==> config.mk <==
export PLATFORM = sky130hd
export DESIGN_NAME = dtack_gen
export DESIGN_NICKNAME = d
export VERILOG_FILES = /design/src/rtl/raven_bus_pkg.sv /design/src/rtl/dtack_gen_sync2.sv /design/src/rtl/dtack_gen.sv
export SDC_FILE = /design/constraint.sdc
export NUM_CORES = 1
export LEC_CHECK = 0
export CAP_MARGIN = 5
export CORE_ASPECT_RATIO = 0.6
export CORE_MARGIN = 2
export CORE_UTILIZATION = 33
export CTS_BUF_LIST = sky130_fd_sc_hd__clkbuf_8
export DETAILED_ROUTE_END_ITERATION = 6
export GPL_TIMING_DRIVEN = 0
export SLEW_MARGIN = 20
export SYNTH_ARGS = -nofsm -noshare
export SYNTH_HDL_FRONTEND = slang
export SYNTH_SLANG_ARGS = --single-unit
==> constraint.sdc <==
create_clock -name clk_in -period 1.6 [get_ports clk_in]
set_clock_uncertainty 0.15 [all_clocks]
set_input_delay 0.4 -clock clk_in [delete_from_list [all_inputs] [get_ports clk_in]]
set_output_delay 0.4 -clock clk_in [all_outputs]
set_load 0.05 [all_outputs]
==> src/rtl/raven_bus_pkg.sv <==
`default_nettype none
// ============================================================================
// Module   : raven_bus_pkg
// Purpose  : Shared definitions for the 68000 bus-cycle controller: the
//            controller state encoding, the address-region enumeration, the
//            A23..A20 decode nibbles and the decode / chip-select helpers.
// Ports    : none (package)
// Revision : 1.0  initial release
// ============================================================================
package raven_bus_pkg;

    // Bus-cycle controller states (explicit 3-bit encoding).
    typedef enum logic [2:0] {
        ST_IDLE = 3'd0,
        ST_WAIT = 3'd1,
        ST_ACK  = 3'd2,
        ST_BERR = 3'd3,
        ST_END  = 3'd4
    } state_t;

    // Address regions selected by A23..A20.
    typedef enum logic [1:0] {
        RGN_ROM      = 2'd0,
        RGN_RAM      = 2'd1,
        RGN_IO       = 2'd2,
        RGN_UNMAPPED = 2'd3
    } region_t;

    // Decode nibbles on A23..A20.
    localparam logic [3:0] C_NIB_ROM    = 4'h0;
    localparam logic [3:0] C_NIB_RAM_LO = 4'h1;
    localparam logic [3:0] C_NIB_RAM_HI = 4'h7;
    localparam logic [3:0] C_NIB_IO     = 4'hF;

    // Map the upper address nibble onto a region.
    function automatic region_t decode_region(input logic [3:0] nib);
        region_t r;
        if (nib == C_NIB_ROM) begin
            r = RGN_ROM;
        end else if ((nib >= C_NIB_RAM_LO) && (nib <= C_NIB_RAM_HI)) begin
            r = RGN_RAM;
        end else if (nib == C_NIB_IO) begin
            r = RGN_IO;
        end else begin
            r = RGN_UNMAPPED;
        end
        return r;
    endfunction

    // Active-low chip selects for a region, packed as {rom, ram, io}.
    function automatic logic [2:0] region_cs_n(input region_t r);
        logic [2:0] cs;
        case (r)
            RGN_ROM: cs = 3'b011;
            RGN_RAM: cs = 3'b101;
            RGN_IO:  cs = 3'b110;
            default: cs = 3'b111;
        endcase
        return cs;
    endfunction

endpackage : raven_bus_pkg
`default_nettype wire

==> src/rtl/dtack_gen_sync2.sv <==
`default_nettype none
// ============================================================================
// Module   : sync2
// Purpose  : Two-flop synchronizer for a single asynchronous input. Both
//            stages reset to RESET_VAL so a strobe reads as inactive while
//            reset is asserted.
// Ports    : clk_i   - sampling clock
//            rst_n_i - asynchronous active-low reset
//            d_i     - asynchronous input
//            q_o     - synchronized output (second stage)
// Revision : 1.0  initial release
// ============================================================================
module sync2 #(
    parameter logic RESET_VAL = 1'b1
) (
    input  logic clk_i,
    input  logic rst_n_i,
    input  logic d_i,
    output logic q_o
);

    logic meta_q;
    logic sync_q;

    always_ff @(posedge clk_i or negedge rst_n_i) begin
        if (!rst_n_i) begin
            meta_q <= RESET_VAL;
            sync_q <= RESET_VAL;
        end else begin
            meta_q <= d_i;
            sync_q <= meta_q;
        end
    end

    assign q_o = sync_q;

endmodule : sync2
`default_nettype wire

==> src/rtl/dtack_gen.sv <==
`default_nettype none
// ============================================================================
// Module   : dtack_gen
// Purpose  : 68000 bus-cycle controller. Synchronizes AS*, decodes A23..A20
//            into ROM / RAM / IO / unmapped, drives the region chip select and
//            generates DTACK* after a per-region number of wait cycles.
//            Every cycle ends with a one-clock END phase in which DTACK*/BERR*
//            are driven high before the tri-state driver is released.
//
//            Build option DTACK_GEN_BERR_TIMEOUT_EN: when defined, unmapped
//            accesses are terminated with BERR* after BERR_CYCLES clocks.
//            When undefined, BERR* is tied high and an unmapped access simply
//            waits in WAIT until the CPU drops AS*.
//
// Params   : ROM_WAIT    - wait cycles before DTACK* for ROM
//            RAM_WAIT    - wait cycles before DTACK* for RAM
//            IO_WAIT     - wait cycles before DTACK* for I/O
//            BERR_CYCLES - unmapped timeout in clocks, 1..255
// Ports    : clk_in   - sole clock (also the CPU clock)
//            reset    - asynchronous active-low reset
//            as_n     - CPU address strobe, async to clk_in
//            addr_hi  - CPU A23..A20
//            dtack_n  - data transfer acknowledge, active low
//            dtack_oe - enable for the dtack_n/berr_n tri-state driver
//            berr_n   - bus error, active low
//            rom_cs_n, ram_cs_n, io_cs_n - region chip selects, active low
// Revision : 1.0  initial release
// ============================================================================
module dtack_gen
    import raven_bus_pkg::*;
#(
    parameter int ROM_WAIT    = 2,
    parameter int RAM_WAIT    = 0,
    parameter int IO_WAIT     = 4,
    parameter int BERR_CYCLES = 64
) (
    input  logic       clk_in,
    input  logic       reset,
    input  logic       as_n,
    input  logic [3:0] addr_hi,
    output logic       dtack_n,
    output logic       dtack_oe,
    output logic       berr_n,
    output logic       rom_cs_n,
    output logic       ram_cs_n,
    output logic       io_cs_n
);

    localparam logic [7:0] C_ROM_WAIT  = 8'(ROM_WAIT);
    localparam logic [7:0] C_RAM_WAIT  = 8'(RAM_WAIT);
    localparam logic [7:0] C_IO_WAIT   = 8'(IO_WAIT);
    localparam logic [7:0] C_UNMAP_CNT = 8'(BERR_CYCLES - 1);

    // ------------------------------------------------------------------
    // Address strobe synchronizer
    // ------------------------------------------------------------------
    logic as_s;

    sync2 #(
        .RESET_VAL (1'b1)
    ) u_as_sync (
        .clk_i   (clk_in),
        .rst_n_i (reset),
        .d_i     (as_n),
        .q_o     (as_s)
    );

    // ------------------------------------------------------------------
    // State and registered outputs
    // ------------------------------------------------------------------
    state_t     state_q,  state_d;
    region_t    region_q, region_d;
    logic [7:0] cnt_q,    cnt_d;
    logic       dtack_n_q, dtack_n_d;
    logic       oe_q,      oe_d;
    logic [2:0] cs_n_q,    cs_n_d;     // {rom, ram, io}
    logic       armed_q,   armed_d;
    logic [1:0] vld_q;
`ifdef DTACK_GEN_BERR_TIMEOUT_EN
    logic       berr_n_q,  berr_n_d;
`endif

    region_t    rgn_new;
    logic [7:0] wait_new;
    logic       mapped;
    logic       done_next;

    function automatic logic [7:0] region_wait(input region_t r);
        logic [7:0] w;
        case (r)
            RGN_ROM: w = C_ROM_WAIT;
            RGN_RAM: w = C_RAM_WAIT;
            RGN_IO:  w = C_IO_WAIT;
            default: w = C_UNMAP_CNT;
        endcase
        return w;
    endfunction

    assign rgn_new  = decode_region(addr_hi);
    assign wait_new = region_wait(rgn_new);
    assign mapped   = (region_q != RGN_UNMAPPED);

    // The acknowledge is registered, so it must be requested one cycle
    // before the counter reaches zero for it to appear on the edge where
    // the count expires.
    assign done_next = (cnt_q <= 8'd1);

    always_comb begin
        state_d   = state_q;
        region_d  = region_q;
        cnt_d     = (cnt_q == 8'd0) ? 8'd0 : (cnt_q - 8'd1);
        dtack_n_d = 1'b1;
        oe_d      = oe_q;
        cs_n_d    = cs_n_q;
        // The synchronizer holds its reset value for two clocks after
        // reset release; only a high strobe seen after that counts as a
        // genuine end-of-cycle and arms the controller.
        armed_d   = armed_q | (vld_q[1] & as_s);
`ifdef DTACK_GEN_BERR_TIMEOUT_EN
        berr_n_d  = 1'b1;
`endif

        case (state_q)
            ST_IDLE: begin
                oe_d   = 1'b0;
                cs_n_d = 3'b111;
                if (armed_q && !as_s) begin
                    state_d  = ST_WAIT;
                    region_d = rgn_new;
                    cnt_d    = wait_new;
                    oe_d     = 1'b1;
                    cs_n_d   = region_cs_n(rgn_new);
                    // Zero-wait regions acknowledge on the WAIT entry edge.
                    if ((wait_new == 8'd0) && (rgn_new != RGN_UNMAPPED)) begin
                        dtack_n_d = 1'b0;
                    end
`ifdef DTACK_GEN_BERR_TIMEOUT_EN
                    if ((wait_new == 8'd0) && (rgn_new == RGN_UNMAPPED)) begin
                        berr_n_d = 1'b0;
                    end
`endif
                end
            end

            ST_WAIT: begin
                if (as_s) begin
                    // CPU abandoned the cycle before it was terminated.
                    state_d = ST_END;
                    cs_n_d  = 3'b111;
                end else begin
                    if (done_next && mapped) begin
                        dtack_n_d = 1'b0;
                    end
`ifdef DTACK_GEN_BERR_TIMEOUT_EN
                    if (done_next && !mapped) begin
                        berr_n_d = 1'b0;
                    end
`endif
                    if (cnt_q == 8'd0) begin
                        if (mapped) begin
                            state_d = ST_ACK;
                        end
`ifdef DTACK_GEN_BERR_TIMEOUT_EN
                        else begin
                            state_d = ST_BERR;
                        end
`endif
                    end
                end
            end

            ST_ACK: begin
                if (as_s) begin
                    state_d = ST_END;
                    cs_n_d  = 3'b111;
                end else begin
                    dtack_n_d = 1'b0;
                end
            end

`ifdef DTACK_GEN_BERR_TIMEOUT_EN
            ST_BERR: begin
                if (as_s) begin
                    state_d = ST_END;
                    cs_n_d  = 3'b111;
                end else begin
                    berr_n_d = 1'b0;
                end
            end
`endif

            ST_END: begin
                // Strobe activity here is ignored; a new cycle may only
                // start from IDLE, guaranteeing a one-clock gap.
                state_d = ST_IDLE;
                oe_d    = 1'b0;
                cs_n_d  = 3'b111;
            end

            default: begin
                state_d = ST_IDLE;
                oe_d    = 1'b0;
                cs_n_d  = 3'b111;
            end
        endcase
    end

    always_ff @(posedge clk_in or negedge reset) begin
        if (!reset) begin
            state_q   <= ST_IDLE;
            region_q  <= RGN_UNMAPPED;
            cnt_q     <= 8'd0;
            dtack_n_q <= 1'b1;
            oe_q      <= 1'b0;
            cs_n_q    <= 3'b111;
            armed_q   <= 1'b0;
            vld_q     <= 2'b00;
        end else begin
            state_q   <= state_d;
            region_q  <= region_d;
            cnt_q     <= cnt_d;
            dtack_n_q <= dtack_n_d;
            oe_q      <= oe_d;
            cs_n_q    <= cs_n_d;
            armed_q   <= armed_d;
            vld_q     <= {vld_q[0], 1'b1};
        end
    end

`ifdef DTACK_GEN_BERR_TIMEOUT_EN
    always_ff @(posedge clk_in or negedge reset) begin
        if (!reset) begin
            berr_n_q <= 1'b1;
        end else begin
            berr_n_q <= berr_n_d;
        end
    end

    assign berr_n = berr_n_q;
`else
    assign berr_n = 1'b1;
`endif

    assign dtack_n  = dtack_n_q;
    assign dtack_oe = oe_q;
    assign rom_cs_n = cs_n_q[2];
    assign ram_cs_n = cs_n_q[1];
    assign io_cs_n  = cs_n_q[0];

endmodule : dtack_gen
`default_nettype wire

* Word-level counts from Yosys, hierarchy flattened
Cells that the tools add are included.
** Storage, ports and cells
- Register bits :: 23
- Bits of input ports :: 7
- Output and inout port bits :: 6
** Operators by class
- $add $sub $neg :: 1
- Magnitude comparators :: 3
- Equality and inequality tests :: 12
- Multiplexer cells :: 25
- Bitwise logic cells :: 2
- Reduce and logical (&&, ||, !) cells :: 13
** Operators by type and width (count)
- 8-bit 2-to-1 mux :: 3
- 3-bit 2-to-1 mux :: 7
- 3-bit one-hot mux with 3 select lines :: 2
- 6-bit one-hot mux with 3 select lines :: 1
- 8-bit logical NOT :: 2
- 8-bit by 1-bit <= comparator with 1-bit output, second input constant :: 1
- 8-bit by 1-bit subtractor with 8-bit output, second input constant :: 1
- 1-bit 2-to-1 mux :: 7
- 2-bit != test, second input constant :: 3
- 3-bit by 2-bit != test with 1-bit output, second input constant :: 2
- 3-bit one-hot mux with 2 select lines :: 1
- 4-bit equality test, second input constant :: 1
- 4-bit by 1-bit >= comparator with 1-bit output, second input constant :: 1
- 4-bit by 3-bit <= comparator with 1-bit output, second input constant :: 1
- 1-bit logical AND :: 4
- 4-bit logical NOT :: 1
- 2-bit 2-to-1 mux :: 2
- 2-bit by 1-bit != test with 1-bit output, second input constant :: 2
- 4-bit AND reduction :: 1
- 3-bit by 1-bit equality test with 1-bit output, second input constant :: 1
- 3-bit by 2-bit equality test with 1-bit output, second input constant :: 1
- 3-bit logical NOT :: 1
- 1-bit one-hot mux with 3 select lines :: 1
- 2-bit by 1-bit equality test with 1-bit output, second input constant :: 1
- other kinds (8) :: 8

* Longest topological paths before layout
- Depth after elaboration :: 11
- Mapped depth :: 5
- Depth with buffers taken out :: 5

* Hierarchy
Synthesis repeated with hierarchy kept, for this count alone.
** Second synthesis, totals
- Cell total of the unflattened synthesis :: 100
- Area, all modules :: 1098.6 um^2
** Modules (own cells, without submodules)
- dtack_gen :: instances 1, cells an instance 98, area an instance 1046.0 um^2, seq. area each 533.0 um^2
- sync2 :: instances 1, cells an instance 2, area an instance 52.6 um^2, seq. area each 52.6 um^2

* Least setup slack after synthesis
OpenSTA, ideal clock, no wires.
- Path type :: input to register
- Start point :: input port addr_hi[1]
- End point :: register cnt_q[1]
- Arrival time :: 1254 ps
- Data required time :: 1368 ps
- Slack :: 113 ps
- Stages :: 5
- Path buffers :: 0
- Cell sequence :: and4_1 -> nor2_1 -> inv_2 -> ha_1 -> o22ai_1
** Between the ends
- Cells in the longest elaborated chain, start to end :: 8
** RTL lines
- start: declaration :: line dtack_gen.sv:40 : input logic [3:0] addr_hi,
- 4-bit by 1-bit >= comparator with 1-bit output (tied with other cells) :: line raven_bus_pkg.sv:40 : end else if ((nib >= C_NIB_RAM_LO) && (nib <= C_NIB_RAM_HI)) begin
- 1-bit logical AND or 1-bit 2-to-1 mux (tied branches) :: line raven_bus_pkg.sv:40, raven_bus_pkg.sv:42
- 2-bit 2-to-1 mux :: line raven_bus_pkg.sv:40
- 2-bit 2-to-1 mux * :: line raven_bus_pkg.sv:38 : if (nib == C_NIB_ROM) begin
- named net rgn_new[0] :: line dtack_gen.sv:83 : region_t rgn_new;
- 2-bit equality test (tied with other cells) :: line dtack_gen.sv:90 : case (r)
- 6-bit one-hot mux with 3 select lines * :: line dtack_gen.sv:90
- 8-bit 2-to-1 mux * :: line dtack_gen.sv:127 : if (armed_q && !as_s) begin
- 8-bit 2-to-1 mux * :: line dtack_gen.sv:123 : case (state_q)
- named net cnt_d[1] :: line dtack_gen.sv:73 : logic [7:0] cnt_q, cnt_d;
- end signal: assignment :: line dtack_gen.sv:221 : cnt_q <= cnt_d;
- end: declaration :: line dtack_gen.sv:73
Mark *: on every way through the listed nets, which the timed path passes. The rest lies on a longest branch.
A chain may end at the register's enable or synchronous reset.

* Worst setup path after layout
- Start point :: register dtack_n_q (netlist: dtack_n)
- End point :: output port dtack_n
** RTL lines
- start: declaration :: line dtack_gen.sv:74 : logic dtack_n_q, dtack_n_d;
- start signal: assignment :: line dtack_gen.sv:222 : dtack_n_q <= dtack_n_d;
- end: declaration :: line dtack_gen.sv:41 : output logic dtack_n,
No word-level cell between the ends.

==> results.yml <==
worst_setup_path:
  endpoint_kind: "output pin"
  crit_required_ps: 1050
  cp_cell_sequence: "clkbuf_4"
  cp-start-kind: "register"
  crit_path_max_fanout: 1
  critPathKind: "reg -> out"
  crit_family: "flip-flops"
  crit_arrival_ps: 1000
  crit_slowest_cell: "dfstp_2"
  worstPathBufferInverterCount: 1
  cp_slowest_stage_delay_ps: 520
grt:
  grt-ovfl-total: 0
  grt_pass1_wl_um: 3636
  grt_pass1_vias: 777
  grt_usage_pct: 12.48
  antenna_found_initial: 0
  grt_max_degree: 24
clock_network:
  clk_latency_ps: 270
  cts_max_level: 1
  clk_pin_slew_worst_paths_ps: 80
  clockBufferDepth: 2
  cts_inserted_buffers: 3
  cts_root_buf: "clkbuf_8"
  post-cts-setup-buffer-count: 0
  cts.sinks: 23
  cts_tree: "built"
detailed_routing:
  drc: 0
  drt-wirelength-per-cell_um: 12.78
  drtIter0Drc: 70
  drt_wl_total_um: 2070
  ant_nets: 0
  avgViaCountPerCell: 4.630
  drt_pass1_iterations: 4
  dr_total_vias: 750
cells_and_area:
  fin_nets: 132
  fillers: 303
  multiInputGateArea_um2: 515.5
  regArea_um2: 585.6
  fin_cells: 162
  antenna_cells: 0
  area_growth_syn_to_layout_pct: 22.21
  drive_above_1_share_pct: 29.06
sta:
  finalSetupViolations: 0
  slew_viol_final: 0
  rsz0062_at_grt: "false"
  period_share_pct: 96.96
  max_freq_mhz: 644.6
  worst_slack_ps: 48.62
  post-route-min-period_ps: 1551
  timing.final.hold_violations: 0
yosys:
  yosysMostFrequentCell: "dfrtp_1"
  synth_area_um2: 1099
  synth_edf_count: 0
  synth_top_family_by_area: "simple AND/OR/NAND/NOR gates"
  synth_area_per_cell_um2: 10.99
  yosys.area.top_type_share_pct: 34.17
  netlist_top_cells_count: "dfrtp_1 (15), nand2_1 (13), dfstp_2 (8)"
  synth-simple-area-share_pct: 19.70
  yosysTopAreaCell: "dfrtp_1"
  synth_mux_area_share_pct: 0.9112
  synthAdderAreaFrac_pct: 7.973
  yosys_warnings: 0
  synth_compound_area_share_pct: 10.93
  synth-main-ff-cell: "dfrtp_1"
  synth.yosys.seq_area_share_pct: 53.30
  synthArstFlopShare_pct: 100.0
  yosys-top-cells-area: "dfrtp_1 (34%), dfstp_2 (19%), ha_1 (8.0%)"
  synth-seq-cells: 23
  syn_inst: 100
  yosysUniqueCellTypes: 36
  synthXorXnorAreaFrac_pct: 3.986
pwr:
  sw_frac_of_total_pct: 40.60
  pwr_density_cell_nw_per_um2: 1643
  vdd_ir_drop_max_mv: 0.4910
  power.leakage_nw: 0.5825
  finalPower_mw: 2.205
  intPower_mw: 1.310
  p_seq_share_pct: 43.2
  p_clk_share_pct: 16.6
  combPwrFrac_pct: 40.2
  power.net_switching_mw: 0.8955
die:
  io_pins: 13
  row_count: 16
  fp.dieArea_um2: 3821
  die_w_um: 78.49
  coreArea_um2: 3223
  initial_core_util_pct: 34.08
  die_h_um: 48.69
placement:
  dp_cells: 157
  dpl.hpwl_um: 1491
  globalplace.congestion: 0.7519
  io_buffers: 11
  pre_cts_ws_ps: -489.8
worst_hold_path:
  min_path_type: "reg -> reg"
flow_run:
  maxCapViolations: 0
run_status:
  outcome: "finished, final reports clean"
## routing by layer
metal | GRT usage (%) | vias up | routed length [um]
li1 | - | 373 | -
met3 | 4.851 | 4 | 91
met2 | 18.10 | 14 | 907
met5 | 0 | - | 0
met1 | 17.38 | 359 | 1056
met4 | 3.509 | 0 | 16
## final timing paths
path	from	endpoint	slack (ps)	cells after the start
worst max-delay path	dtack_n$_DFF_PN1_	dtack_n	50	1
worst min-delay path	vld_q[0]$_DFF_PN0_	vld_q[1]$_DFF_PN0_	200	0
worst max register to register	u_as_sync.q_o$_DFF_PN1_	dtack_n$_DFF_PN1_	80	5
worst min register to register	vld_q[0]$_DFF_PN0_	vld_q[1]$_DFF_PN0_	200	0
max in group asynchronous	reset	region_q[1]$_DFFE_PN1P_	470	2
min in group asynchronous	reset	cnt_q[6]$_DFF_PN0_	470	2
## through the flow
| stage | cell area (um2) | hold slack (ps) | setup TNS (ps) | util (%) |
|---|---|---|---|---|
| 5_1_grt | 1343 | 215.4 | 0 | 41.65 |
| 4_1_cts | 1326 | 206.4 | 0 | 41.15 |
| 2_1_floorplan | 1102 | -45.59 | 0 | - |
| 3_5_place_dp | 1269 | 187.1 | -9019 | 39.36 |
| 3_3_place_gp | 1269 | 184.6 | -8161 | 39.36 |
| 6_report | 1343 | 203.1 | 0 | 41.65 |
## area by class of cell
| class | instances | share of cell area, % |
|---|---|---|
| clock buffers | 3 | 3.075 |
| clock inverters | 1 | 0.5592 |
| inverters | 4 | 1.118 |
| well taps | 45 | 4.194 |
| multi-input cells | 71 | 38.40 |
| repair buffers | 12 | 7.829 |
| plain buffers | 3 | 1.212 |
| flip-flops and latches | 23 | 43.62 |
## logic make-up after synthesis
logic type / count (synthesis)
AO/OA/AOI/OAI: 18
XOR/XNOR: 5
adder cells (fa/ha/maj): 7
buffers and inverters: 7
flip-flops: 23
multiplexers: 1
other: 1
AND/OR/NAND/NOR: 38
## flip-flops by register name, indices dropped and copies added, names as in the netlist
register and cells:
vld_q 2, u_as_sync.q_o 1, armed_q 1, dtack_n 1, state_q 3, cnt_q 8, u_as_sync.meta_q 1, dtack_oe 1
cs_n_q 3, region_q 2
## cells in the final DEF, fill, tap and decap left out, types with 3 or more instances in the layout
cell type | Yosys | layout
nand3_1 | 3 | 3
nor2_1 | 7 | 5
clkbuf_8 | 0 | 3
nand2_1 | 13 | 12
inv_1 | 3 | 3
xnor2_1 | 3 | 3
ha_1 | 7 | 6
dlygate4sd2_1 | 0 | 4
a2bb2oi_1 | 3 | 3
dfstp_2 | 8 | 8
buf_4 | 1 | 3
dfrtp_1 | 15 | 15
o21ai_1 | 6 | 6
## power by group through the flow
stage / combinational [mW] / clock, mW / sequential [mW]
detailed placement: 0.875 / 0 / 0.960
global placement: 0.848 / 0 / 0.949
CTS: 0.875 / 0.374 / 0.951
global route: 0.982 / 0.416 / 0.977
floorplan: 0.578 / 0 / 1.02
finish: 0.886 / 0.366 / 0.953
## timing repair
action	CTS	global route
hold buffers	0	1
resized for setup	35	4
setup endpoints to repair	14	10
pin swaps	2	0
hold endpoints to repair	0	15
Note: power is estimated with default switching activity, not from simulation.
==> RTL edit, RTL diff (config.mk and constraints unchanged) <==
The option `DTACK_GEN_BERR_TIMEOUT_EN` is turned on by a define.
--- a/src/rtl/dtack_gen.sv
+++ b/src/rtl/dtack_gen.sv
@@ -28,2 +28,4 @@
 // ============================================================================
+`define DTACK_GEN_BERR_TIMEOUT_EN
+
 module dtack_gen
Check against the original RTL: same outputs for any inputs over 10 cycles, from zero or initial values and one cycle with reset low; that may be too few to reach the edited logic, so the function may still have changed.
==> RTL edit against the original RTL <==
The flow now finishes with violations (setup timing); total power is 24% higher; synthesized cell count is 14% higher; combinational power is 35% higher; utilization is 5.8 points higher; worst setup slack worse by 0.30 ns; wire length is 16% higher; sequential cell count is 1 higher; critical endpoint is now berr_n$_DFF_PN1_; final area is 16% higher; count of clock-buffer cells in the layout stayed put; synthesized area is 3.8% higher; global-route usage is 0.44 points higher; die area is 3.5% higher; non-clock buffer count is 10 higher.
==> RTL edit: results (changes against the original RTL) <==
Result of the run: finished, violations left
Violated checks: setup timing
Number of cells in the design after placement: 171 (+8.9%)
Cell with the largest stage delay on the worst path: or4_4
Count of distinct cell types in the synthesized netlist: 33 (-8.3%)
Fraction of layout cells with a size suffix above 1: 34.8% (+5.7 points)
Total of fill cells in the finished design: 318 (+5.0%)
Largest net degree at the start of global routing: 25 (+4.2%)
Total Nets Final: 153 (+16%)
Final estimated routing congestion in global placement: 0.781 (+3.9%)
Wire length of the first global-routing pass: 3930 um (+8.2%)
Final WL: 2400 um (+16%)
Synth top area cells: dfrtp_1 (33%), dfstp_2 (21%), ha_1 (7.7%)
Maximum fanout encountered on the critical timing path: 2 (+1)
Vias per inst: 4.73 (+2.2%)
Leakage Power: 0.665 nW (+14%)
Number of design-rule violations left by the first detailed-router iteration: 43 (-39%)
Fin cells: 183 (+13%)
Portion of the post-synthesis area used by sequential elements: 53.7% (+0.37 points)
Max VDD drop: 0.000680 V (+38%)
Aggregate global-route resource usage: 12.9% (+0.44 points)
HP Start: u_as_sync.meta_q$_DFF_PN1_
Critical path startpoint: cnt_q[4]$_DFF_PN0_
Delay of the slowest critical-path stage: 0.56 ns (+0.04 ns)
HPWL reported at the end of detailed placement: 1560 um (+4.4%)
Setup violation total in the final timing report: 11 (+11)
Family with the most delay on the worst path: simple AND/OR/NAND/NOR gates
Syn Area/Cell: 10.0 um^2 (-9.0%)
Smallest setup slack after layout: -0.253 ns (-0.301 ns)
Number of cells traversed by the worst register-to-register path: 4 (-1)
==> RTL edit: cell count changes after synthesis, moves of 2 or more <==
cell,before,now
nor3_1,2,5
nand2_1,13,11
nor2_1,7,13
o31a_1,2,0
clkbuf_1,1,4
o21ai_0,1,8
nand3_1,3,1
o21ai_1,6,0
inv_1,3,7
a2bb2oi_1,3,0
a21oi_1,2,8
nor4_1,1,3
==> RTL edit: report_power, final <==
| part | leakage (nW) | switching [mW] | internal (mW) |
|---|---|---|---|
| registers | 0.278 | 0.186 | 0.813 |
| clock network | 0.0357 | 0.194 | 0.334 |
| logic | 0.352 | 0.643 | 0.556 |
| total | 0.665 | 1.02 | 1.70 |
==> RTL edit: per-stage QoR <==
stage	TNS, ns	cell area (um^2)	setup WS [ns]
2_1_floorplan	-1.01	1150	-0.156
3_3_place_gp	-9.30	1330	-0.771
3_5_place_dp	-10.72	1330	-0.817
4_1_cts	-2.15	1480	-0.234
5_1_grt	-2.79	1560	-0.327
6_report	-2.00	1560	-0.253
==> RTL edit: logic make-up after synthesis <==
group                      synth area share (%)
DFF                                        53.7
xor gates and xnor gates                   3.07
buffers and inverters                      4.06
adders and majority gates                  7.68
muxes                                      1.87
other                                     0.329
and+or+nand+nor                            19.1
AOI/OAI and AO/OA                          10.2
==> RTL edit: metal layers <==
metal | routed length (um) | vias up | global-route usage, %
met4 | 0 | 0 | 1.69
met2 | 994 | 20 | 15.7
met5 | 0 | - | 0
met3 | 99 | 0 | 4.03
li1 | - | 433 | -
met1 | 1310 | 413 | 21.9
==> RTL edit: worst max-delay path by stage <==
| stage | end | slack, ns | cells after the start |
|---|---|---|---|
| finish | berr_n$_DFF_PN1_ | -0.25 | 4 |
| detailed placement | dtack_n$_DFF_PN1_ | -0.82 | 7 |
| global placement | dtack_n$_DFF_PN1_ | -0.77 | 7 |
| floorplan | dtack_n$_DFF_PN1_ | -0.16 | 4 |
| global route | berr_n$_DFF_PN1_ | -0.33 | 4 |
| CTS | dtack_n$_DFF_PN1_ | -0.23 | 4 |
==> RTL edit: area by class of cell <==
| type | count | area share (%) |
|---|---|---|
| multi-input cells | 78 | 38.5 |
| clock inverters | 1 | 1.93 |
| inverters | 7 | 1.69 |
| plain buffers | 3 | 0.964 |
| flip-flops and latches | 24 | 39.4 |
| clock buffers | 3 | 2.65 |
| well taps | 45 | 3.61 |
| repair buffers | 22 | 11.3 |
==> RTL edit: timing repair <==
item	in CTS	in global routing
hold endpoints to repair	0	15
setup endpoints to repair	22	20
gates resized for setup	52	12
setup buffers	6	4
pin swaps	9	5
hold buffers	0	1
